<file path="config.mk">
export PLATFORM = sky130hd
export DESIGN_NAME = ms_ff_bank_flat
export DESIGN_NICKNAME = d
export VERILOG_FILES = /design/src/rtl/ms_ff_bank_if.sv /design/src/rtl/ms_ff_bank.sv /design/src/flat_wrapper.sv
export SDC_FILE = /design/constraint.sdc
export NUM_CORES = 1
export LEC_CHECK = 0
export ABC_AREA = 1
export BUFFER_PORTS_ARGS = -buffer_cell sky130_fd_sc_hd__clkbuf_2
export CAP_MARGIN = 25
export CORE_ASPECT_RATIO = 1.2
export CORE_UTILIZATION = 53
export CTS_CLUSTER_DIAMETER = 150
export CTS_CLUSTER_SIZE = 12
export DETAILED_ROUTE_END_ITERATION = 16
export PLACE_DENSITY = 0.89
export REMOVE_ABC_BUFFERS = 1
export SLEW_MARGIN = 20
export SYNTH_ARGS = -nofsm -noshare
export SYNTH_HDL_FRONTEND = slang
export SYNTH_SLANG_ARGS = --single-unit
</file>
<file path="constraint.sdc">
create_clock -name C -period 1.9 [get_ports C]
set_input_delay 0.095 -clock C [delete_from_list [all_inputs] [get_ports C]]
set_output_delay 0.095 -clock C [all_outputs]
set_load 0.01 [all_outputs]
</file>
<file path="src/rtl/ms_ff_bank_if.sv">
// Bus bundle for ms_ff_bank: mode/operand inputs, ILL clear, state and flag outputs.
// MS_FF_ILLCNT_EN adds the ILL_CNT illegal-event counter signal.
interface ms_ff_bank_if #(
    parameter int unsigned WIDTH = 8,
    parameter int unsigned CNT_W = 8
);
    logic             EN;
    logic [1:0]       MODE;
    logic [WIDTH-1:0] A;
    logic [WIDTH-1:0] B;
    logic             ILL_CLR;
    logic [WIDTH-1:0] Q;
    logic [WIDTH-1:0] Qbar;
    logic             ILL;
`ifdef MS_FF_ILLCNT_EN
    logic [CNT_W-1:0] ILL_CNT;
`endif

    // Reject out-of-range sizes at elaboration time
    if (WIDTH < 1 || WIDTH > 32) begin : g_bad_width
        $error("ms_ff_bank_if: WIDTH must be 1..32");
    end
    if (CNT_W < 1 || CNT_W > 32) begin : g_bad_cnt_w
        $error("ms_ff_bank_if: CNT_W must be 1..32");
    end

    // Stimulus side: drives controls and operands, observes state
    modport master (
        output EN, MODE, A, B, ILL_CLR,
        input  Q, Qbar, ILL
`ifdef MS_FF_ILLCNT_EN
        , input ILL_CNT
`endif
    );

    // Flip-flop bank side
    modport slave (
        input  EN, MODE, A, B, ILL_CLR,
        output Q, Qbar, ILL
`ifdef MS_FF_ILLCNT_EN
        , output ILL_CNT
`endif
    );
endinterface

</file>
<file path="src/rtl/ms_ff_bank.sv">
// ms_ff_bank: WIDTH-bit bank of edge-triggered flip-flops whose behaviour is
// selected per cycle by MODE (SR, JK, D, T), with a sticky flag for SR S=R=1.
// Optional macro MS_FF_ILLCNT_EN adds a saturating illegal-event counter.
module ms_ff_bank #(
    parameter int unsigned WIDTH = 8,
    parameter int unsigned CNT_W = 8
) (
    input  logic C,
    input  logic CLR,
    ms_ff_bank_if.slave bus
);
    typedef enum logic [1:0] {
        MODE_SR = 2'b00,
        MODE_JK = 2'b01,
        MODE_D  = 2'b10,
        MODE_T  = 2'b11
    } mode_e;

    if (WIDTH < 1 || WIDTH > 32) begin : g_bad_width
        $error("ms_ff_bank: WIDTH must be 1..32");
    end
    if (CNT_W < 1 || CNT_W > 32) begin : g_bad_cnt_w
        $error("ms_ff_bank: CNT_W must be 1..32");
    end

    mode_e            w_mode;
    logic [WIDTH-1:0] w_q_next;
    logic             w_ill_evt;
    logic [WIDTH-1:0] r_q;
    logic             r_ill;

    assign w_mode = mode_e'(bus.MODE);

    // Illegal event: SR mode, enabled, any bit with S=R=1 (one event per edge)
    assign w_ill_evt = bus.EN && (w_mode == MODE_SR) && (|(bus.A & bus.B));

    // Per-bit next state from the sampled mode and operands
    always_comb begin
        w_q_next = r_q;
        for (int unsigned i = 0; i < WIDTH; i++) begin
            case (w_mode)
                MODE_SR: begin
                    case ({bus.A[i], bus.B[i]})
                        2'b10:   w_q_next[i] = 1'b1;
                        2'b01:   w_q_next[i] = 1'b0;
                        default: w_q_next[i] = r_q[i];
                    endcase
                end
                MODE_JK: begin
                    case ({bus.A[i], bus.B[i]})
                        2'b10:   w_q_next[i] = 1'b1;
                        2'b01:   w_q_next[i] = 1'b0;
                        2'b11:   w_q_next[i] = ~r_q[i];
                        default: w_q_next[i] = r_q[i];
                    endcase
                end
                MODE_D: begin
                    w_q_next[i] = bus.A[i];
                end
                default: begin
                    w_q_next[i] = bus.A[i] ? ~r_q[i] : r_q[i];
                end
            endcase
        end
    end

    // State register: synchronous clear, then clock enable
    always_ff @(posedge C) begin
        if (CLR) begin
            r_q <= '0;
        end else if (bus.EN) begin
            r_q <= w_q_next;
        end
    end

    // Sticky illegal flag: a new event wins over a simultaneous clear request
    always_ff @(posedge C) begin
        if (CLR) begin
            r_ill <= 1'b0;
        end else if (w_ill_evt) begin
            r_ill <= 1'b1;
        end else if (bus.ILL_CLR) begin
            r_ill <= 1'b0;
        end
    end

`ifdef MS_FF_ILLCNT_EN
    logic [CNT_W-1:0] r_ill_cnt;

    // Saturating event counter, cleared only by CLR
    always_ff @(posedge C) begin
        if (CLR) begin
            r_ill_cnt <= '0;
        end else if (w_ill_evt && (r_ill_cnt != '1)) begin
            r_ill_cnt <= r_ill_cnt + 1'b1;
        end
    end

    assign bus.ILL_CNT = r_ill_cnt;
`endif

    assign bus.Q    = r_q;
    assign bus.Qbar = ~r_q;
    assign bus.ILL  = r_ill;
endmodule

</file>
<file path="src/flat_wrapper.sv">
// flat-port wrapper written by rule: the top's interface ports become plain ports
module ms_ff_bank_flat 
#(
    parameter int unsigned WIDTH = 8,
    parameter int unsigned CNT_W = 8
)
  (C, CLR, bus_EN, bus_MODE, bus_A, bus_B, bus_ILL_CLR, bus_Q, bus_Qbar, bus_ILL);
  ms_ff_bank_if #(.WIDTH(WIDTH), .CNT_W(CNT_W)) bus_i ();
  input  logic C;
  input  logic CLR;
  input wire logic [$bits(bus_i.EN)-1:0] bus_EN;
  input wire logic [$bits(bus_i.MODE)-1:0] bus_MODE;
  input wire logic [$bits(bus_i.A)-1:0] bus_A;
  input wire logic [$bits(bus_i.B)-1:0] bus_B;
  input wire logic [$bits(bus_i.ILL_CLR)-1:0] bus_ILL_CLR;
  output wire logic [$bits(bus_i.Q)-1:0] bus_Q;
  output wire logic [$bits(bus_i.Qbar)-1:0] bus_Qbar;
  output wire logic [$bits(bus_i.ILL)-1:0] bus_ILL;
  assign bus_i.EN = bus_EN;
  assign bus_i.MODE = bus_MODE;
  assign bus_i.A = bus_A;
  assign bus_i.B = bus_B;
  assign bus_i.ILL_CLR = bus_ILL_CLR;
  assign bus_Q = bus_i.Q;
  assign bus_Qbar = bus_i.Qbar;
  assign bus_ILL = bus_i.ILL;
  ms_ff_bank #(.WIDTH(WIDTH), .CNT_W(CNT_W)) u_core (.C(C), .CLR(CLR), .bus(bus_i));
endmodule
</file>
==> results of run 1 <==
where the power goes:
part / switching, uW / leakage [uW] / total [uW] / internal [uW]
registers: 8.90 / 0.0000745 / 215 / 206
logic: 157 / 0.000668 / 261 / 103
clock network: 83.4 / 0.0000150 / 165 / 81.5
total: 250 / 0.000757 / 641 / 391
per-layer routing:
| metal | GRT usage [%] | vias to the layer above |
|---|---|---|
| met5 | 0 | - |
| met2 | 43.9 | 54 |
| li1 | - | 627 |
| met4 | 13.0 | 0 |
| met1 | 27.9 | 528 |
| met3 | 5.65 | 5 |
sequential cells by signal (all words and copies together), names as in the netlist:
| name | cells |
|---|---|
| u_core.bus.ILL | 1 |
| u_core.bus.Q | 8 |
through the flow:
stage               worst slack (ns)  utilization (%)  cell area (um^2)  power [uW]
floorplan                       1.03                -              1010         373
global placement               0.730             66.4              1230         464
detailed placement             0.690             66.4              1230         477
CTS                            0.923             68.4              1260         642
global route                   0.870             68.4              1260         691
finish                         0.927             68.4              1260         641
synth_stat cells:
library cell,number,area [um^2]
a21oi_1,1,5.00
buf_2,1,5.00
buf_4,3,22.5
buf_6,1,11.3
dfxtp_1,9,180
ha_1,17,213
inv_1,23,86.3
inv_2,2,7.51
nand2_1,57,214
nand2_2,1,6.26
nand3_1,16,80.1
nand4_1,2,12.5
nor2_1,29,109
nor2_2,1,6.26
o211ai_1,6,45.0
o211ai_2,4,50.1
worst paths after layout:
path | to | slack [ns] | cells after the start
worst max register to register | u_core.bus.Q[0] | 1.07 | 5
worst min-delay path | u_core.bus.ILL | 0.07 | 4
worst min register to register | u_core.bus.ILL | 0.47 | 2
worst max-delay path | u_core.bus.Q[5] | 0.93 | 5
worst max-delay path: cells and delay by family:
family / cells / cell delay (ns)
simple gates: 2 / 0.21
buf+inv: 3 / 0.88
cell type report:
cell class              count  area, um^2  area share, %
multi-input cells         134         741           58.6
repair buffers             39         200           15.8
flip-flops and latches      9         180           14.2
inverters                  25        93.8           7.42
clock buffers               4        26.3           2.08
well taps                  19        23.8           1.88
logic make-up after synthesis:
| family | after synthesis |
|---|---|
| buffers and inverters | 30 |
| and+or+nand+nor | 106 |
| AOI/OAI and AO/OA | 11 |
| adders and majority gates | 17 |
| DFF | 9 |
what timing repair did:
item                                   CTS  global route
buffers inserted                         0             0
hold buffers                             1             0
endpoints found under the hold margin    1             0
==> impl_results.md, run 1 <==
- Synthesis-to-layout area growth: 20.1%
- Worst R2R Start: u_core.bus.Q[0]
- Crit-path max FO: 8
- Kind of critical path: input pin to flip-flop
- Initial DRC count: 37
- Distinct cell type count after synthesis: 16
- Largest net degree at the start of global routing: 16
- Worst Skew: 0 ns
- Max-slew violations: 0
- Cts bufs inserted: 3
- Adder-Cell Fraction of Synth Area: 20.2%
- Setup violations, final: 0
- Non-Filler Instances: 230
- RePlAce Congestion: 0.783
- Crit path capture type: flip-flop
- Fin crit period: 0.973 ns
- Global Route Usage Sum: 25.1%
- Root Driver: clkbuf_4
- Initial core utilization: 56.9%
- Post-Syn Area: 1050 um^2
- Final wirelength: 2.56 mm
- Final setup TNS: 0 ns
- CP max-delay cell: dlygate4sd3_1
- Initial antenna violation count: 0
- Arrival time at the worst endpoint: 1.18 ns
- RSZ-0062 raised after global routing: no
- Syn_area_per_cell: 6.09 um^2
- Full die area: 2170 um^2
- Highest routed metal layer: met4
- Final Net Count: 251
- Drt via density: 5.28
- CP required: 2.11 ns
- Least-Margin Pin Slew: 0.344 ns
- CTS clk-pin slew, worst paths: 0.06 ns
- Worst Min Path Start: bus_ILL_CLR
- Die Width: 42.7 um
- Met3 wire len: 167 um
- CTS H-tree lvls: 1
- Post-Synth XOR/XNOR Area: 0%
- CP peak stage delay: 0.53 ns
- Synth Area in Compound Gates: 9.50%
- Placed cells: 225
- Hold Fails Final Rpt: 0
- Register bit total from synthesis: 9
- Max_cap viols: 0
- Port Buffers: 38
- Post-synthesis simple-gate area fraction: 40.6%
- Number of clock sinks: 9
- Mux contribution to synthesized area: 0%
- Antenna cell count: 0
- GR Overflow Total: 0
- Final hold slack: 0.0740 ns
- Area of the core: 1850 um^2
- Initial DRT Pass Iterations: 4
- DP Wirelength: 2.02 mm
- Share of layout cells above drive strength 1: 23.2%
- Mapped Cells: 173
- Cell Pwr Density: 506 nW/um^2
- Largest family of logic cells by synthesized area: simple AND/OR/NAND/NOR gates
- Register area share after synthesis: 17.1%
- Critical-path cell list: dlygate4sd3_1 > clkbuf_2 > inv_1 > nand2_1 > nor2_1
- Startpoint types: input pin
- Io pins: 39
- Max Buffers Root-to-Sink: 2
- Most common cell after layout, fill and taps aside: nand2_1
- Peak VDD IR: 381 uV
- Met1 wire length: 1.08 mm
- FILL cells: 166
- Overall via count from detail_route: 1,214
- PostCTS Resize Cnt: 0
- Status: completed
- Final ANT Viol Nets: 0
- TritonCTS clock tree: done
- Clock Latency Late Sink: 0.27 ns
- Relative slew slack: 77.0%
- Wirelength per Cell: 11.1 um
- Tcrit/Tclk final: 51.2%
- Drt drc: 0
- Met2 WL: 1.28 mm
- Cell Rows: 17
- CP Launch Point: CLR
- Die H: 50.8 um
- Number of global-route vias before repair: 1,063
- Lkg Pwr: 0.000757 uW
- Fmax: 1.03 GHz
- Syn. warnings: 0
- Commonest cells after routing, fill and taps aside: nand2_1 (57), clkbuf_2 (38), nor2_1 (29), inv_1 (23), ha_1 (17)
- First-pass GRT wire length: 4.14 mm
- Tightest Hold Check Type: input pin to flip-flop
No activity file was read; power rests on OpenSTA's default activity.
==> run 2: changes to the inputs <==
--- a/config.mk
+++ b/config.mk
@@ -9,11 +9,11 @@
 export BUFFER_PORTS_ARGS = -buffer_cell sky130_fd_sc_hd__clkbuf_2
 export CAP_MARGIN = 25
 export CORE_ASPECT_RATIO = 1.2
-export CORE_UTILIZATION = 53
+export CORE_UTILIZATION = 44
 export CTS_CLUSTER_DIAMETER = 150
 export CTS_CLUSTER_SIZE = 12
 export DETAILED_ROUTE_END_ITERATION = 16
-export PLACE_DENSITY = 0.89
+export PLACE_DENSITY = 0.79
 export REMOVE_ABC_BUFFERS = 1
 export SLEW_MARGIN = 20
 export SYNTH_ARGS = -nofsm -noshare
==> constraint.sdc (replaced) <==
create_clock -name C -period 0.8 [get_ports C]
set_input_delay 0.04 -clock C [delete_from_list [all_inputs] [get_ports C]]
set_output_delay 0.04 -clock C [all_outputs]
set_load 0.01 [all_outputs]
==> run 2 against run 1 <==
  * The flow now finishes with violations (negative setup slack)
  * Clock power increased by 130%
  * Wire length increased by 7.1%
  * Clock skew unchanged
  * Critical path depth decreased by 3
  * Total power increased to 2.7 times the previous value
  * Final area increased by 26%
  * Clock-buffer cell count unchanged
  * Critical path type is now flip-flop to output port
  * Via count increased by 7.2%
==> impl_results.md, run 2 (synthesis results as in run 1) <==
- Crit-path max FO: 2
- Die H: 55.6 um
- Arrival time at the worst endpoint: 0.85 ns
- Hold Fails Final Rpt: 0
- CP Buf/Inv Count: 2
- CP required: 0.76 ns
- Most common cell after layout, fill and taps aside: nand2_1
- DP Wirelength: 2.03 mm
- Status: complete, but fails checks
- Wirelength per Cell: 10.3 um
- Top Family by Delay on Critical Path: flip-flops
- RSZ-0062 raised after global routing: yes
- Depth of the worst hold-timing path: 4
- Worst R2R Start: u_core.bus.Q[7]
- Placed cell area: 1430 um^2
- Tcrit/Tclk final: 111%
- Relative slew slack: 77.4%
- Drt via density: 4.87
- Peak VDD IR: 742 uV
- CTS clk-pin slew, worst paths: 0.07 ns
- CP peak stage delay: 0.34 ns
- CP max-delay cell: dfxtp_2
- Share of layout cells above drive strength 1: 40.7%
- Lkg Pwr: 0.000916 uW
- Logic pwr share: 47.7%
- Reg2reg path depth: 6
- Initial antenna violation count: 0
- Cell area after layout: 1600 um^2
- Final Power: 1750 uW
- Reg2reg end: u_core.bus.Q[7]
- Area of the core: 2280 um^2
- FILL cells: 202
- Cell Pwr Density: 1100 nW/um^2
- Final ANT Viol Nets: 0
- Final wirelength: 2.74 mm
- Largest net degree at the start of global routing: 16
- Clock Latency Late Sink: 0.26 ns
- Final core occ: 69.9%
- Fin crit period: 0.887 ns
- Tightest Hold Check Type: input pin to flip-flop
- Port Buffers: 38
- Startpoint types: flip-flop
- Antenna cell count: 0
- Synthesis-to-layout area growth: 51.4%
- Initial DRC count: 28
- Seq. cell area: 190 um^2
- Max Buffers Root-to-Sink: 2
- Least-Margin Pin Slew: 0.338 ns
- Switch Pwr: 641 uW
- Root Driver: clkbuf_4
- GR Overflow Total: 0
- Final hold slack: 0.0305 ns
- Max_cap viols: 0
- Worst Skew: 0 ns
- Full die area: 2590 um^2
- Seq pwr share: 30.2%
- First-pass GRT wire length: 4.55 mm
- Final setup TNS: -0.236 ns
- Switch share: 36.7%
- Max-slew violations: 0
- CTS H-tree lvls: 1
- Critical-path cell list: buf_6 > buf_2
- P_int: 1110 uW
- Setup violations, final: 8
- Initial DRT Pass Iterations: 4
- Cts bufs inserted: 3
- Worst Min Path Start: bus_ILL_CLR
- Largest register FFs: 8
- Multi-input logic area: 761 um^2
- Fmax: 1.13 GHz
- Drt drc: 0
- RePlAce Congestion: 0.854
- Hold worst-path end: u_core.bus.ILL
- Setup ws final: -0.0865 ns
- Crit path capture type: output port
- Kind of critical path: flip-flop to output port
- Commonest cells after routing, fill and taps aside: nand2_1 (54), nor2_1 (28), clkbuf_2 (28), buf_4 (21), ha_1 (17)
- Global Route Usage Sum: 22.9%
- Final Net Count: 276
- Crit path depth: 2
- Violated checks: negative setup slack
- TritonCTS clock tree: done
- Die Width: 46.7 um
- Cell Rows: 19
- Number of global-route vias before repair: 1,202
- Initial core utilization: 46.2%
- Io pins: 39
- Number of clock sinks: 9
- Reg2Reg Setup Slack: -0.06 ns
- Overall via count from detail_route: 1,301
- Clock Power Share: 22.1%
-- run 2: cell type report --
| class | count | area share (%) |
|---|---|---|
| tap | 31 | 2.43 |
| clock buffer | 4 | 1.65 |
| inverter | 25 | 5.88 |
| multi-input combinational | 134 | 47.7 |
| timing repair buffer | 64 | 30.4 |
| sequential | 9 | 11.9 |
-- run 2: per-layer routing --
layer | GRT usage, % | vias up | part of all wire (%)
li1 | - | 670 | -
met1 | 27.1 | 596 | 42
met2 | 40.1 | 31 | 52
met3 | 1.95 | 4 | 4.5
met4 | 8.98 | 0 | 1.2
met5 | 0 | - | 0
-- run 2: how the worst max path moves through the flow --
stage                     from         endpoint  slack [ns]
2_1_floorplan  u_core.bus.Q[7]  u_core.bus.Q[7]       -0.07
3_3_place_gp          bus_A[7]  u_core.bus.Q[7]       -0.14
3_5_place_dp          bus_A[7]  u_core.bus.Q[7]       -0.17
4_1_cts        u_core.bus.Q[7]         bus_Q[7]       -0.07
5_1_grt        u_core.bus.Q[7]  u_core.bus.Q[7]       -0.15
6_report       u_core.bus.Q[7]         bus_Q[7]       -0.09
-- run 2: repair_timing --
| item | in CTS | in global routing |
|---|---|---|
| setup endpoints to repair | 11 | 18 |
| gates cloned | 0 | 0 |
| pin swaps | 0 | 12 |
| setup buffers | 5 | 1 |
| endpoints found under the hold margin | 1 | 0 |
| hold buffers | 1 | 0 |
| resized for setup | 17 | 25 |
-- run 2: per-stage QoR --
stage | cells | setup WS (ns)
after floorplan | 168 | -0.0740
after global placement | 257 | -0.145
after detailed placement | 257 | -0.168
after CTS | 266 | -0.0663
after global routing | 267 | -0.151
final | 267 | -0.0865
-- run 2: power by group through the flow --
| stage | sequential, uW | combinational, uW | clock [uW] |
|---|---|---|---|
| floorplan | 541 | 345 | 0 |
| global placement | 520 | 695 | 0 |
| detailed placement | 521 | 708 | 0 |
| CTS | 526 | 751 | 383 |
| global route | 532 | 931 | 406 |
| finish | 529 | 834 | 386 |
-- run 2: worst reg2reg max path, stage by stage, from the launching register on --
cell	delay, ns
dfxtp_2	0.35
buf_6	0.10
nand2_2	0.04
nand3_2	0.06
nand4_1	0.07
nor2_1	0.11
nor2_1	0.04
==> run 3: changes to the inputs <==
--- a/config.mk
+++ b/config.mk
@@ -8,12 +8,13 @@
 export ABC_AREA = 1
 export BUFFER_PORTS_ARGS = -buffer_cell sky130_fd_sc_hd__clkbuf_2
 export CAP_MARGIN = 25
+export CELL_PAD_IN_SITES_DETAIL_PLACEMENT = 2
+export CELL_PAD_IN_SITES_GLOBAL_PLACEMENT = 2
 export CORE_ASPECT_RATIO = 1.2
-export CORE_UTILIZATION = 44
+export CORE_UTILIZATION = 22
 export CTS_CLUSTER_DIAMETER = 150
-export CTS_CLUSTER_SIZE = 12
 export DETAILED_ROUTE_END_ITERATION = 16
-export PLACE_DENSITY = 0.79
+export PLACE_DENSITY = 0.8
 export REMOVE_ABC_BUFFERS = 1
 export SLEW_MARGIN = 20
 export SYNTH_ARGS = -nofsm -noshare
==> run 3 against run 2 <==
  * Total power rose by 14%
  * Non-clock buffer count fell by 2
  * Final cell count rose by 9.4%
  * Die area rose by 95%
  * Final area rose by 4.3%
  * Largest cell class unchanged
  * The run still ends with negative setup slack left
  * Via count rose by 0.85%
==> impl_results.md, run 3 (synthesis results as in run 1) <==
- CTS H-tree lvls: 1
- Initial antenna violation count: 0
- Drt drc: 0
- Largest register FFs: 8
- CP Launch Point: u_core.bus.Q[7]
- Hold Fails Final Rpt: 0
- Drt via density: 4.49
- Final core occ: 36.2%
- Fmax: 1.14 GHz
- Initial DRC count: 16
- Fin crit period: 0.881 ns
- Met3 Use GR: 2.06%
- Most common cell after layout, fill and taps aside: nand2_1
- CP required: 0.76 ns
- Max-slew violations: 0
- Met1 usage: 18.8%
- Io pins: 39
- Number of global-route vias before repair: 1,439
- Least-Margin Pin Slew: 0.253 ns
- Crit-path max FO: 3
- Violated checks: negative setup slack
- Arrival time at the worst endpoint: 0.84 ns
- Placed cells: 285
- FILL cells: 582
- Die H: 77.8 um
- Reg2Reg Setup Slack: -0.06 ns
- Cell area after layout: 1660 um^2
- Relative slew slack: 83.1%
- Depth of the worst hold-timing path: 4
- Max Buffers Root-to-Sink: 2
- Final ANT Viol Nets: 0
- Crit path capture type: output port
- GR Overflow Total: 0
- Antenna cell count: 0
- Largest net degree at the start of global routing: 16
- Tcrit/Tclk final: 110%
- Kind of critical path: flip-flop to output port
- Synthesis-to-layout area growth: 58.0%
- Cell Rows: 27
- Final wirelength: 4.05 mm
- RSZ-0062 raised after global routing: yes
- RePlAce Congestion: 0.727
- GRT Max-Usage Layer: met2
- Status: complete, but fails checks
- Lkg Pwr: 0.000919 uW
- Port Buffers: 38
- Wirelength per Cell: 13.9 um
- Hold worst-path end: u_core.bus.ILL
- DP Wirelength: 3.09 mm
- Die Width: 65.2 um
- CTS clk-pin slew, worst paths: 0.06 ns
- Overall via count from detail_route: 1,312
- Number of clock sinks: 9
- Global Route Usage Sum: 16.5%
- Final Net Count: 274
- Max_cap viols: 0
- Root Driver: clkbuf_8
- Commonest cells after routing, fill and taps aside: nand2_1 (50), clkbuf_2 (29), nor2_1 (26), buf_4 (18), ha_1 (16)
- Area of the core: 4590 um^2
- Multi-input logic area: 803 um^2
- Reg2reg end: u_core.bus.Q[7]
- Worst Skew: 0 ns
- Clock Latency Late Sink: 0.24 ns
- Full die area: 5070 um^2
- Cts bufs inserted: 3
- M2 GR Usage: 30.2%
- Share of layout cells above drive strength 1: 43.6%
- Startpoint types: flip-flop
- Final hold slack: 0.0717 ns
- Reg2reg path depth: 6
- Initial core utilization: 22.9%
- Setup violations, final: 2
- Placed cell area: 1460 um^2
- Non-Filler Instances: 292
- Peak VDD IR: 328 uV
- TritonCTS clock tree: done
- Tightest Hold Check Type: input pin to flip-flop
- First-pass GRT wire length: 6.45 mm
- Seq. cell area: 190 um^2
- Worst R2R Start: u_core.bus.Q[7]
- Cell Pwr Density: 1190 nW/um^2
- DP Worst Slack: -0.250 ns
- Setup ws final: -0.0807 ns
- Worst Min Path Start: bus_ILL_CLR
- Initial DRT Pass Iterations: 5
==> run 3: changes by cell type in the layout (fill, tap and decap cells not counted), moves of 2 or more <==
cell      before  now
buf_4         21   18
clkbuf_4       3    0
clkbuf_8       0    3
nand2_1       54   50
nand2_2        4    7
nor2_1        28   26
==> run 3: timing repair <==
action | in CTS | in global routing
buffers inserted | 1 | 1
setup endpoints to repair | 12 | 17
hold buffers | 1 | 0
resized for setup | 17 | 35
hold endpoints to repair | 1 | 0
pin swaps | 0 | 14
==> run 3: worst max-delay path by stage <==
stage	to
after floorplan	u_core.bus.Q[7]
after global placement	u_core.bus.Q[7]
after detailed placement	u_core.bus.Q[3]
after CTS	bus_Qbar[7]
after global routing	u_core.bus.Q[7]
final	bus_Qbar[7]
==> run 3: area by class of cell <==
class / count / share of cell area [%]
multi-input cells: 134 / 48.3
repair buffers: 62 / 27.6
flip-flops and latches: 9 / 11.4
inverters: 25 / 5.64
well taps: 58 / 4.36
clock buffers: 4 / 2.71
==> run 3: per-layer routing <==
metal / vias to the layer above / wire length (um)
met5: - / 0
met4: 0 / 68
met3: 6 / 105
met2: 25 / 2200
met1: 620 / 1680
li1: 661 / -
==> run 3: stage by stage <==
| step | total power [uW] | TNS [ns] |
|---|---|---|
| 2_1_floorplan | 886 | -0.295 |
| 3_3_place_gp | 1240 | -1.37 |
| 3_5_place_dp | 1270 | -1.92 |
| 4_1_cts | 1920 | -0.166 |
| 5_1_grt | 2140 | -0.431 |
| 6_report | 1990 | -0.140 |
==> run 3: critical path, cell delays in order (launching register included) <==
cell and delay, ns:
dfxtp_2 0.34, inv_2 0.05, buf_6 0.11, buf_6 0.11
==> run 3: report_power, final <==
| part | leakage [uW] | total, uW | switching [uW] | internal, uW |
|---|---|---|---|---|
| clock | 0.0000228 | 583 | 231 | 352 |
| combinational | 0.000820 | 877 | 467 | 409 |
| sequential | 0.0000770 | 527 | 27.6 | 499 |
